### config.mk
export PLATFORM = sky130hd
export DESIGN_NAME = draw_sequencer
export DESIGN_NICKNAME = d
export VERILOG_FILES = /design/src/rtl/draw_sequencer.sv
export SDC_FILE = /design/constraint.sdc
export NUM_CORES = 1
export LEC_CHECK = 0
export CAP_MARGIN = 10
export CORE_UTILIZATION = 50
export DETAILED_ROUTE_END_ITERATION = 10
export GPL_ROUTABILITY_DRIVEN = 0
export PLACE_DENSITY = 0.75
export SLEW_MARGIN = 20
export SYNTH_ARGS = -nofsm -noshare
export SYNTH_HDL_FRONTEND = slang
export SYNTH_SLANG_ARGS = --single-unit
### constraint.sdc
create_clock -name clk -period 9.3 [get_ports clk]
set_input_delay 1.395 -clock clk [delete_from_list [all_inputs] [get_ports clk]]
set_output_delay 1.395 -clock clk [all_outputs]
set_load 0.02 [all_outputs]
### src/rtl/draw_sequencer.sv
// Frame-level initiator for the rectangle drawer: on each frame tick, erase
// last frame's rectangles from stored history, then draw all live objects.
module draw_sequencer #(
    parameter int unsigned NUM_OBJ  = 8,
    parameter int unsigned IDX_W    = 3,
    parameter logic [2:0]  BG_COLOR = 3'b000
) (
    input  logic             clk,
    input  logic             reset,
    input  logic             frame_tick,
    output logic [IDX_W-1:0] obj_idx,
    input  logic             obj_active,
    input  logic [7:0]       obj_x,
    input  logic [6:0]       obj_y,
    input  logic [4:0]       obj_w,
    input  logic [4:0]       obj_h,
    input  logic [2:0]       obj_c,
    output logic [7:0]       drw_x,
    output logic [6:0]       drw_y,
    output logic [4:0]       drw_w,
    output logic [4:0]       drw_h,
    output logic [2:0]       drw_c,
    output logic             drw_go,
    input  logic             drw_done,
    output logic             busy,
    output logic             frame_done,
    output logic             overrun
);

    typedef enum logic [2:0] {
        S_IDLE,
        S_E_SCAN,
        S_E_WAIT,
        S_E_GAP,
        S_D_SCAN,
        S_D_WAIT,
        S_D_GAP,
        S_FINISH
    } state_t;

    localparam logic [IDX_W-1:0] LAST_IDX = IDX_W'(NUM_OBJ - 1);

    state_t             r_state;
    logic [IDX_W-1:0]   r_idx;
    logic [7:0]         r_drw_x;
    logic [6:0]         r_drw_y;
    logic [4:0]         r_drw_w;
    logic [4:0]         r_drw_h;
    logic [2:0]         r_drw_c;
    logic               r_drw_go;
    logic               r_busy;
    logic               r_frame_done;
    logic               r_overrun;

    // Per-slot history of what was drawn last frame (erase source)
    logic [7:0]         r_prev_x [NUM_OBJ];
    logic [6:0]         r_prev_y [NUM_OBJ];
    logic [4:0]         r_prev_w [NUM_OBJ];
    logic [4:0]         r_prev_h [NUM_OBJ];
    logic [NUM_OBJ-1:0] r_prev_valid;

    logic               w_last;
    logic               w_draw_ok;
    logic               w_in_draw;

    assign w_last    = (r_idx == LAST_IDX);
    assign w_draw_ok = obj_active && (obj_w != '0) && (obj_h != '0);
    assign w_in_draw = (r_state == S_D_SCAN) || (r_state == S_D_WAIT) ||
                       (r_state == S_D_GAP);

    assign obj_idx    = w_in_draw ? r_idx : '0;
    assign drw_x      = r_drw_x;
    assign drw_y      = r_drw_y;
    assign drw_w      = r_drw_w;
    assign drw_h      = r_drw_h;
    assign drw_c      = r_drw_c;
    assign drw_go     = r_drw_go;
    assign busy       = r_busy;
    assign frame_done = r_frame_done;
    assign overrun    = r_overrun;

    // Sequencer FSM: erase pass, draw pass, history update and handshake
    always_ff @(posedge clk or posedge reset) begin
        if (reset) begin
            r_state      <= S_IDLE;
            r_idx        <= '0;
            r_drw_x      <= '0;
            r_drw_y      <= '0;
            r_drw_w      <= '0;
            r_drw_h      <= '0;
            r_drw_c      <= '0;
            r_drw_go     <= 1'b0;
            r_busy       <= 1'b0;
            r_frame_done <= 1'b0;
            r_overrun    <= 1'b0;
            r_prev_valid <= '0;
            for (int unsigned k = 0; k < NUM_OBJ; k++) begin
                r_prev_x[k] <= '0;
                r_prev_y[k] <= '0;
                r_prev_w[k] <= '0;
                r_prev_h[k] <= '0;
            end
        end else begin
            if (frame_tick && r_busy) begin
                r_overrun <= 1'b1;
            end
            case (r_state)
                S_IDLE: begin
                    r_frame_done <= 1'b0;
                    if (frame_tick) begin
                        r_state <= S_E_SCAN;
                        r_idx   <= '0;
                        r_busy  <= 1'b1;
                    end
                end
                S_E_SCAN: begin
                    if (r_prev_valid[r_idx]) begin
                        r_drw_x  <= r_prev_x[r_idx];
                        r_drw_y  <= r_prev_y[r_idx];
                        r_drw_w  <= r_prev_w[r_idx];
                        r_drw_h  <= r_prev_h[r_idx];
                        r_drw_c  <= BG_COLOR;
                        r_drw_go <= 1'b1;
                        r_state  <= S_E_WAIT;
                    end else if (w_last) begin
                        r_state <= S_D_SCAN;
                        r_idx   <= '0;
                    end else begin
                        r_idx <= r_idx + IDX_W'(1);
                    end
                end
                S_E_WAIT: begin
                    if (drw_done) begin
                        r_drw_go <= 1'b0;
                        r_state  <= S_E_GAP;
                    end
                end
                S_E_GAP: begin
                    if (w_last) begin
                        r_state <= S_D_SCAN;
                        r_idx   <= '0;
                    end else begin
                        r_state <= S_E_SCAN;
                        r_idx   <= r_idx + IDX_W'(1);
                    end
                end
                S_D_SCAN: begin
                    if (w_draw_ok) begin
                        r_drw_x             <= obj_x;
                        r_drw_y             <= obj_y;
                        r_drw_w             <= obj_w;
                        r_drw_h             <= obj_h;
                        r_drw_c             <= obj_c;
                        r_drw_go            <= 1'b1;
                        r_prev_x[r_idx]     <= obj_x;
                        r_prev_y[r_idx]     <= obj_y;
                        r_prev_w[r_idx]     <= obj_w;
                        r_prev_h[r_idx]     <= obj_h;
                        r_prev_valid[r_idx] <= 1'b1;
                        r_state             <= S_D_WAIT;
                    end else begin
                        r_prev_valid[r_idx] <= 1'b0;
                        if (w_last) begin
                            r_state      <= S_FINISH;
                            r_busy       <= 1'b0;
                            r_frame_done <= 1'b1;
                        end else begin
                            r_idx <= r_idx + IDX_W'(1);
                        end
                    end
                end
                S_D_WAIT: begin
                    if (drw_done) begin
                        r_drw_go <= 1'b0;
                        r_state  <= S_D_GAP;
                    end
                end
                S_D_GAP: begin
                    if (w_last) begin
                        r_state      <= S_FINISH;
                        r_busy       <= 1'b0;
                        r_frame_done <= 1'b1;
                    end else begin
                        r_state <= S_D_SCAN;
                        r_idx   <= r_idx + IDX_W'(1);
                    end
                end
                S_FINISH: begin
                    r_frame_done <= 1'b0;
                    r_idx        <= '0;
                    r_state      <= S_IDLE;
                end
                default: begin
                    r_state <= S_IDLE;
                end
            endcase
        end
    end

endmodule
[Word-level counts from Yosys, hierarchy flattened]
Cells that the tools add are included.
Word-level totals
  register bits after elaboration: 246
  output and inout port bits: 35
  input port bits: 33
  logic and storage cells: 165
Operators by class
  reduce and logical (&&, ||, !) cells: 24
  add/subtract/negate cells: 1
  magnitude comparators: 4
  mux-type cells: 70
  bitwise logic cells: 4
  eq/ne operators: 18
Operator list (count)
  $bwmux 40: 2
  $bwmux 64: 1
  $bwmux 56: 1
  $mux 3: 16
  $mux 8: 6
  $mux 5: 9
  $mux 7: 5
  $bmux 5 s3: 2
  $bmux 8 s3: 1
  $demux 8 s3: 1
  $pmux 3 s8: 1
  $bmux 7 s3: 1
  $demux 7 s3: 1
  $pmux 5 s2: 2
  $pmux 3 s6: 1
  $pmux 8 s2: 1
  $demux 5 s3: 1
  $eq 3x3->1 const B: 5
  $ne 2x2->1 const B: 7
  $pmux 7 s2: 1
  $mux 1: 10
  $reduce_bool 5->1: 2
  $pmux 1 s3: 3
  $reduce_bool 3->1: 3
  27 further kinds: 38

[Longest topological paths before layout]
Gate-level depths: netlist of the first run.
  depth after elaboration: 7
  gate-level depth with buffers: 9
  mapped depth without buffers: 7

[Worst setup path before layout of the first run]
OpenSTA, ideal clock, no wires.
  path kind: input-to-reg
  start: in obj_w[2]
  end: reg r_drw_h[0] (netlist: drw_h[0])
  path slack: 6.041 ns
  cell stages on the path: 8
  path buffers: 3
  required time: 9.175 ns
  arrival: 3.134 ns
  setup time: 0.125 ns
  cell sequence: buf_2 -> or4_4 -> o21ai_4 -> nor2_2 -> or2_1 -> buf_6 -> buf_6 -> mux2_4
Between the ends
  longest elaborated chain between the ends: 5
RTL lines
  start: declaration: line 15  | input logic [4:0] obj_w,
  $reduce_bool 5->1: line 67  | assign w_draw_ok = obj_active && (obj_w != '0) && (obj_h != '0);
  $logic_and 1x1->1 (2 in a row): line 67
  $ne 2x2->1 (no line)
  $reduce_and 3->1 (no line)
  end signal: assignment: line 121  | r_drw_h <= r_prev_h[r_idx];
  end signal: assignment: line 152  | r_drw_h <= obj_h;
  end: declaration: line 48  | logic [4:0] r_drw_h;
Every way passes these cells.
A chain may end at the register's enable or synchronous reset.

[Worst setup path after layout of the first run]
  start: in obj_w[2]
  end: reg r_prev_w[14] (netlist bit)
Between the ends
  longest elaborated chain between the ends: 4
RTL lines
  $reduce_bool 5->1: line 67
  $logic_and 1x1->1 (2 in a row): line 67
  $reduce_and 2->1 (no line)
  end signal: indexed assignment: line 157  | r_prev_w[r_idx] <= obj_w;
  end: declaration: line 58  | logic [4:0] r_prev_w [NUM_OBJ];
Every way passes these cells.

==> results.txt, run 1 <==
STA classifies the critical path endpoint as a register. For this block, the routed nets add up to 27,600 um of wire. The maximum fanout along the worst path came out at 14.

Counting flops with a built-in enable in the synthesized netlist gives 0. The HPWL after detailed placement came out at 15,700 um. The setup slack of the critical path after layout is 5.21 ns.

Counting instances, the worst hold path has a depth of 1. In this run the cell area of the synthesized design comes to 12,000 um2. The total power density per cell area is 287 nW/um2. The final number of setup-violating endpoints is 0. The share of Yosys cell area claimed by the top area cell type came out at 51.3%. The largest vdd supply drop is 0.000167 V.

After clock tree synthesis, the clock-pin slew on the worst setup and hold paths is 0.06 ns. Broken down by cell family, the worst path's largest delay share belongs to simple AND/OR/NAND/NOR gates. Counting flops and latches in the post-synthesis netlist gives 246. The post-route netlist has 27.9% of its cells at a drive strength greater than 1. Together, buffers and inverters on the worst path number 2. The clock passes through at most 3 buffers. After clock tree synthesis, the repair step resized 0 gates. The routed layout has 7,394 vias.

The first-pass GRT wire length is 44,400 um. In this run the most critical hold path is launched from overrun$_DFFE_PP0P_. The top cell types in the final layout, fill and taps aside, are sky130_fd_sc_hd__dfrtp_1, sky130_fd_sc_hd__mux2_4, sky130_fd_sc_hd__mux2_1, sky130_fd_sc_hd__clkdlybuf4s50_1, sky130_fd_sc_hd__mux2_2. The clock drives 246 sinks. The area overhead of the layout relative to synthesis is 14.4%. The setup TNS is 0 ns. The required time at the worst-slack endpoint is 9.70 ns. STA classifies the critical path startpoint as an input pin. The total of buffers placed on input and output ports came out at 67. After synthesis, the netlist uses 60 different library cells. For this design the top-level I/O count stands at between 60 and 70. The quantity of hold-fixing buffers added after cts is 0. The tool flagged a number of max-cap violations equal to 0.

The count of fill cells added during filler insertion came out at 1,870. The warning count from the yosys run came out at 0. The number of cells on the worst reg-to-reg path is 6. Counting every instance in the synthesized netlist gives 860. For the finished layout, the period the worst path requires is 4.09 ns. Entering global routing, the biggest net connects 115 pins. In this run the tightest slew margin relative to its limit is a little under a quarter.

CTS built an H-tree with a depth of 1. The cell sitting at the root of the clock tree is a sky130_fd_sc_hd__clkbuf_16. Leaving out fill and tap cells, the most frequent cell in the layout is sky130_fd_sc_hd__dfrtp_1. The total placed cells including tap cells is 1,197.

The vias per cell came out at 5.93. The launching instance or port of the critical path is obj_w[2]. Prior to clock tree synthesis, the placed netlist has a worst setup slack of 4.70 ns. The overflow left after global routing is 0. The number of global-route vias before repair is ~7.8k. The critical path runs through a total of 7 cells.

The detailed router finished its first iteration with 437 violations. The final-report max-slew violation count is 0. Sequential elements use 51.3% of the synthesized area. Walking the worst path, the cells encountered are clkdlybuf4s50_1 -> or4_4 -> o21ai_4 -> or2_4 -> nor3_4 -> buf_4 -> mux2_2. The slowest stage of the critical path is the sky130_fd_sc_hd__nor3_4 cell.

The synthesized area divided by synthesized cell count is between 10 and 15 um2. The total chip power is 3.94 mW. The worst setup path is of the in -> reg kind. The count of antenna-violating nets left after detailed routing is 0.

The finished cells cover roughly 14,000 um2. When the netlist entered floorplanning its net count stood at 897. The endpoint of the worst-slack reg-to-reg timing path is drw_y[6]$_DFFE_PP0P_. The analysis attributes to cell leakage a power of 6.04 nW. The number of core rows is 56. The number of setup buffers added after CTS is 0. The floorplan die area came out at approximately 25,000 um2. The cell type with the largest total area after synthesis is sky130_fd_sc_hd__dfrtp_1. The startpoint identified for the worst register-to-register timing path is r_idx[1]$_DFFE_PP0P_. The highest cell delay on the worst timing path came out at 0.85 ns. The die span in x is between 150 and 200 um. At the pin with the least slew margin, the transition time is approximately 1.1 ns. The total track usage is a little under a quarter.

The TritonCTS buffer count came out at 26. The final instance count without filler cells is 1,246. The worst hold path endpoint is overrun$_DFFE_PP0P_. The total cell area at the placement stage is 12,800 um2.

The DRC violations left came out at 0. In the synthesized netlist the dominant register cell turns out to be sky130_fd_sc_hd__dfrtp_1. The number of antenna violations at the first check in global routing was 1. The flow ran to the end, and the final reports show no timing, DRC or antenna violations. The number of hold-slack violations in the final timing report came out at 0. The clock latency on the worst-skew pair came out at ~0.52 ns. Of the available clock period, the critical path in the final layout requires 43.9%. The tightest min-delay check is of the reg -> reg type. For this configuration, the core starts out at a cell density of around 51%.

The wire length per cell came out at 22.1 um. By area the synthesized netlist is led by sky130_fd_sc_hd__dfrtp_1, sky130_fd_sc_hd__mux2_4, sky130_fd_sc_hd__mux2_1, sky130_fd_sc_hd__mux2_2, sky130_fd_sc_hd__mux4_2. The worst endpoint data arrival time is 4.49 ns. At the end of the flow, the number of nets in the layout was 944. Measured along the y axis, the die boundary spans 157 um. Setup repair after global routing left no endpoint under its margin.

The number of iterations in the first detailed-routing pass is 5. The placeable core region is 23,500 um2. The worst-case clock skew is 0.00794 ns. Timing would allow up to 245 MHz. The flop-to-flop setup slack came out at 5.66 ns. Of all flip-flops after synthesis, the portion carrying an async set or reset was 100%.

The clock tree from TritonCTS is yes.
[worst max-delay path by stage]
stage | end
floorplan | asynchronous set/reset pin
global placement | r_prev_w[4]$_DFFE_PP0P_
detailed placement | r_prev_w[14]$_DFFE_PP0P_
CTS | r_prev_w[4]$_DFFE_PP0P_
global route | r_prev_w[4]$_DFFE_PP0P_
finish | r_prev_w[14]$_DFFE_PP0P_
[state kept, by name (all words and copies together) (netlist names), named ones only]
name and count:
overrun 1, r_prev_w 40, drw_y 7, drw_h 5
r_idx 3, drw_go 1, drw_x 8, r_prev_x 64
frame_done 1, busy 1, drw_w 5, r_prev_h 40
r_prev_y 56, r_state 3, drw_c 3
[Yosys cell counts, types with 13 or more instances]
cell and number:
sky130_fd_sc_hd__dfrtp_1 246, sky130_fd_sc_hd__a21oi_1 17, sky130_fd_sc_hd__buf_2 13, sky130_fd_sc_hd__nand2_1 36, sky130_fd_sc_hd__o21ai_0 29, sky130_fd_sc_hd__mux2_1 77, sky130_fd_sc_hd__nor2_1 29, sky130_fd_sc_hd__mux2_2 66
sky130_fd_sc_hd__inv_1 16, sky130_fd_sc_hd__mux2_4 91, sky130_fd_sc_hd__clkbuf_1 25, sky130_fd_sc_hd__mux2i_1 29, sky130_fd_sc_hd__mux4_2 22, sky130_fd_sc_hd__buf_6 20
[cell families (layout without fill, tap and decap cells)]
| family | after synthesis | count (layout) | synth area share, % |
|---|---|---|---|
| adder cells (fa/ha/maj) | 4 | 4 | 0.417 |
| buffers and inverters | 80 | 146 | 4.04 |
| multiplexers | 285 | 285 | 31.4 |
| other | 0 | 1 | 0 |
| flip-flops | 246 | 246 | 51.3 |
| AND/OR/NAND/NOR | 113 | 113 | 5.19 |
| AO/OA/AOI/OAI | 132 | 132 | 7.67 |
[metrics by stage]
step / hold WS (ns) / utilization, %
floorplan: 0.442 / -
global placement: 0.441 / 54.4
detailed placement: 0.447 / 54.4
CTS: 0.462 / 58.3
global route: 0.483 / 58.4
finish: 0.464 / 58.4
[power breakdown]
group | switching [mW] | internal, mW
Clock | 0.421 | 0.681
Sequential | 0.138 | 1.30
Combinational | 0.717 | 0.686
[area by class of cell]
type	instances	area, um2	area share, %
sequential	246	6160	44.9
multi-input combinational	534	5360	39.0
timing repair buffer	83	815	5.94
clock buffer	38	767	5.59
tap	319	399	2.91
clock inverter	9	151	1.10
inverter	16	67.6	0.493
antenna	1	2.50	0.0182
[layer usage]
layer	up-vias	GRT usage [%]	wire (um)
li1	3256	-	-
met1	3885	33.4	12600
met2	198	38.0	13100
met3	55	3.33	1220
met4	0	6.07	647
met5	-	0	0
Power figures use the tool's default switching activity.
==> run 2: changes to the inputs <==
PLACE_DENSITY = 0.77   (was 0.75)
clock period = 3.35 ns   (was 9.3 ns; I/O delays follow)
==> run 2 against run 1 <==
Worst hold slack got worse by 0.0083 ns. Design area rose by 2.2%. Non-clock buffer count rose by 36. Cell count up 2.6%. Largest power group is now combinational cells. Wire length is 2.3% higher. Via count rose by 2.6%.
==> results.txt, run 2 (synthesis gave the netlist of run 1 again) <==
Run status: finished, final reports clean (unchanged). The overflow left after global routing was 0 (unchanged). The setup slack of the critical path after layout is 0.551 ns (was 5.21 ns). The number of global-route vias before repair came out at 8,019 (was 7,776).

The total power density per cell area is 782 nW/um2 (was 287 nW/um2). Chain of cells forming the critical path: buf_4 -> and2_1 -> clkdlybuf4s50_1 (was clkdlybuf4s50_1 -> or4_4 -> o21ai_4 -> or2_4 -> nor3_4 -> buf_4 -> mux2_2). The net total in the final layout is 980 (was 944). The flip-flop count of the largest register after layout came out at 64 (unchanged). The internal power contribution is 7.37 mW (was 2.66 mW). The TritonCTS buffer count came out at 26 (unchanged). Counting I/O delays and the setup requirement, the final critical path takes 2.80 ns. The post-cts repair resize count came out at 0 (unchanged). Setup repair after global routing missed its margin: no (unchanged). The leading cell type in the layout, fill and taps excluded is sky130_fd_sc_hd__dfrtp_1 (unchanged). The quantity of hold-fixing buffers added after cts is 0 (unchanged).

The worst-case headroom to the max-slew limit is 29.0% (was 23.3%). The reported max-cap violation count is 0 (unchanged). In the finished design, the share of the clock period the worst path needs comes to 83.6%.

The worst endpoint data arrival time came out at 2.30 ns (was 4.49 ns). The area overhead of the layout relative to synthesis came to 16.8% (was 14.4%). The placeable core region came out at 23,500 um2 (unchanged). The floorplan die area came out at 24,600 um2 (unchanged). The vias per cell was 5.94 (was 5.93). The number of iterations in the first detailed-routing pass is 5 (unchanged). The total detailed-routing wirelength is 28,200 um (was 27,600 um).

The number of top-level pins came out at 68 (unchanged). The total stage count of the critical path is 3 (was 7). The layout cell share with drive strength beyond 1 is 30.6% (was 27.9%). The power share of the sequential group is 36.3% (was 36.4%).

The classification of the worst setup path is reg -> out (was in -> reg). The number of cells on the worst hold path came out at 1 (unchanged). Registers with the highest flip-flop counts: r_prev_x x64, r_prev_y x56 (unchanged). The final-report max-slew violation count is 0 (unchanged).

The path type of the worst min-delay path is reg -> reg (unchanged). The share of power burned in combinational logic is 37.1% (was 35.6%). The master of the slowest instance on the critical path is sky130_fd_sc_hd__clkdlybuf4s50_1 (was sky130_fd_sc_hd__nor3_4). The static power due to leakage came out at 6.21 nW (was 6.04 nW).

The buffer cell driving the clock tree root is sky130_fd_sc_hd__clkbuf_16 (unchanged). The effective utilization at floorplan came to 51.1% (unchanged). The setup TNS came out at 0 ns (unchanged). The highest cell delay on the worst timing path is 0.60 ns (was 0.85 ns).

Top library cells by usage in the layout, fill and taps aside: sky130_fd_sc_hd__dfrtp_1, sky130_fd_sc_hd__mux2_4, sky130_fd_sc_hd__mux2_1, sky130_fd_sc_hd__clkdlybuf4s50_1, sky130_fd_sc_hd__mux2_2 (unchanged). The number of hold-slack violations in the final timing report came out at 0 (unchanged). The maximum frequency from static timing analysis is 357 MHz. The register with the most flip-flops is r_prev_x (unchanged). The total track usage is 24.3% (was 23.5%).

The pre-CTS setup slack came out at 0.0736 ns (was 4.70 ns). The clock tree from TritonCTS is yes (unchanged). The number of antenna violations at the first check in global routing came to 0 (was 1).

The number of cells on the worst reg-to-reg path came out at 5 (was 6). The DRC violations left is 0 (unchanged). The buffers plus inverters on the worst setup path came to 2 (unchanged).

The total vias in the final route is 7,588 (was 7,394). The maximum fanout along the worst path came out at 21 (was 14). The number of buffers between clock root and the deepest sink came out at 3 (unchanged). The final number of setup-violating endpoints came out at 0 (unchanged). The worst-margin pin slew is 1.06 ns (was 1.15 ns).

The required time at the worst-slack endpoint came to 2.85 ns (was 9.70 ns). The first-pass GRT wire length is 46,000 um (was 44,400 um). The count of antenna-violating nets left after detailed routing is 0 (unchanged). The antenna diode instance count is 0 (was 1). The largest vdd supply drop came to 0.000498 V (was 0.000167 V). The worst-case clock skew came out at 0.0164 ns (was 0.00794 ns). The switching portion of total power is 32.7% (was 32.4%). The sort of element at the start of the critical path is a register (was input pin). The power spent charging and discharging nets came to 3.59 mW (was 1.28 mW).

The total of buffers placed on input and output ports was 67 (unchanged). The family with the most delay on the worst path is buffers and inverters (was simple AND/OR/NAND/NOR gates). The largest net degree at the start of global routing was 69 (was 115). The clock latency on the worst-skew pair is 0.53 ns (was 0.52 ns). The number of sinks handled by clock tree synthesis came to 246 (unchanged). The number of setup buffers added after CTS came out at 0 (unchanged). The clock-pin slew on the worst setup and hold paths is 0.06 ns (about the same). The clock network power share is 26.6% (was 28.0%). The die span in y came to 157 um (unchanged).

The number of DRC markers after the initial detailed-route iteration is 567 (was 437). The die span in x is 157 um (unchanged). The endpoint class of the critical path is an output pin (was register).

The number of core rows came out at 56 (unchanged). The wire length per cell is 22.1 um (about the same). The H-tree level count came to 1 (unchanged). The HPWL after detailed placement is 17,700 um (was 15,700 um).
## run 2: cell count changes in the layout (fill, tap and decap cells not counted), sizes merged
cell / previous run / this run
clkinvlp: 1 / 2
buf: 16 / 52
bufinv: 4 / 2
clkbuf: 38 / 37
diode: 1 / 0
inv: 16 / 15
## run 2: final timing paths
check | startpoint | end | slack (ns)
setup / recovery | r_idx[0]$_DFFE_PP0P_ | obj_idx[0] | 0.55
max in group asynchronous | reset | r_prev_x[60]$_DFFE_PP0P_ | 2.01
min in group asynchronous | reset | r_prev_x[24]$_DFFE_PP0P_ | 0.51
setup reg to reg | r_idx[1]$_DFFE_PP0P_ | r_prev_x[1]$_DFFE_PP0P_ | 0.64
hold / removal | overrun$_DFFE_PP0P_ | overrun$_DFFE_PP0P_ | 0.46
hold reg to reg | overrun$_DFFE_PP0P_ | overrun$_DFFE_PP0P_ | 0.46
## run 2: routing by layer
layer	share of wire, %	global-route usage, %	wire, um
met4	2.4	6.72	688
met3	6.1	3.69	1710
met2	47	39.2	13200
met5	0	0	0
met1	45	34.2	12600
## run 2: layout make-up
cell class | instances | area (um2)
Timing Repair Buffer | 119 | 1170
Inverter | 16 | 63.8
Clock buffer | 37 | 773
Clock inverter | 7 | 87.6
Fill cell | 1821 | 9460
Tap cell | 319 | 399
Multi-Input combinational cell | 534 | 5360
Sequential cell | 246 | 6160
## run 2: through the flow
| step | hold WS, ns | utilization [%] | cell area [um2] | power (mW) | cells |
|---|---|---|---|---|---|
| after floorplan | 0.442 | - | 12000 | 6.82 | 860 |
| after global placement | 0.443 | 56.0 | 13200 | 7.95 | 1234 |
| after detailed placement | 0.451 | 56.0 | 13200 | 8.06 | 1234 |
| after CTS | 0.465 | 59.7 | 14000 | 11.0 | 1278 |
| after global routing | 0.482 | 59.7 | 14000 | 11.5 | 1278 |
| final | 0.455 | 59.7 | 14000 | 11.0 | 1278 |
## run 2: power groups by stage
stage / registers [mW] / logic (mW) / clock network, mW
after global placement: 3.99 / 3.96 / 0
after CTS: 3.97 / 4.08 / 2.94
after global routing: 4.05 / 4.39 / 3.06
after floorplan: 4.04 / 2.78 / 0
after detailed placement: 4.02 / 4.04 / 0
final: 3.98 / 4.07 / 2.92
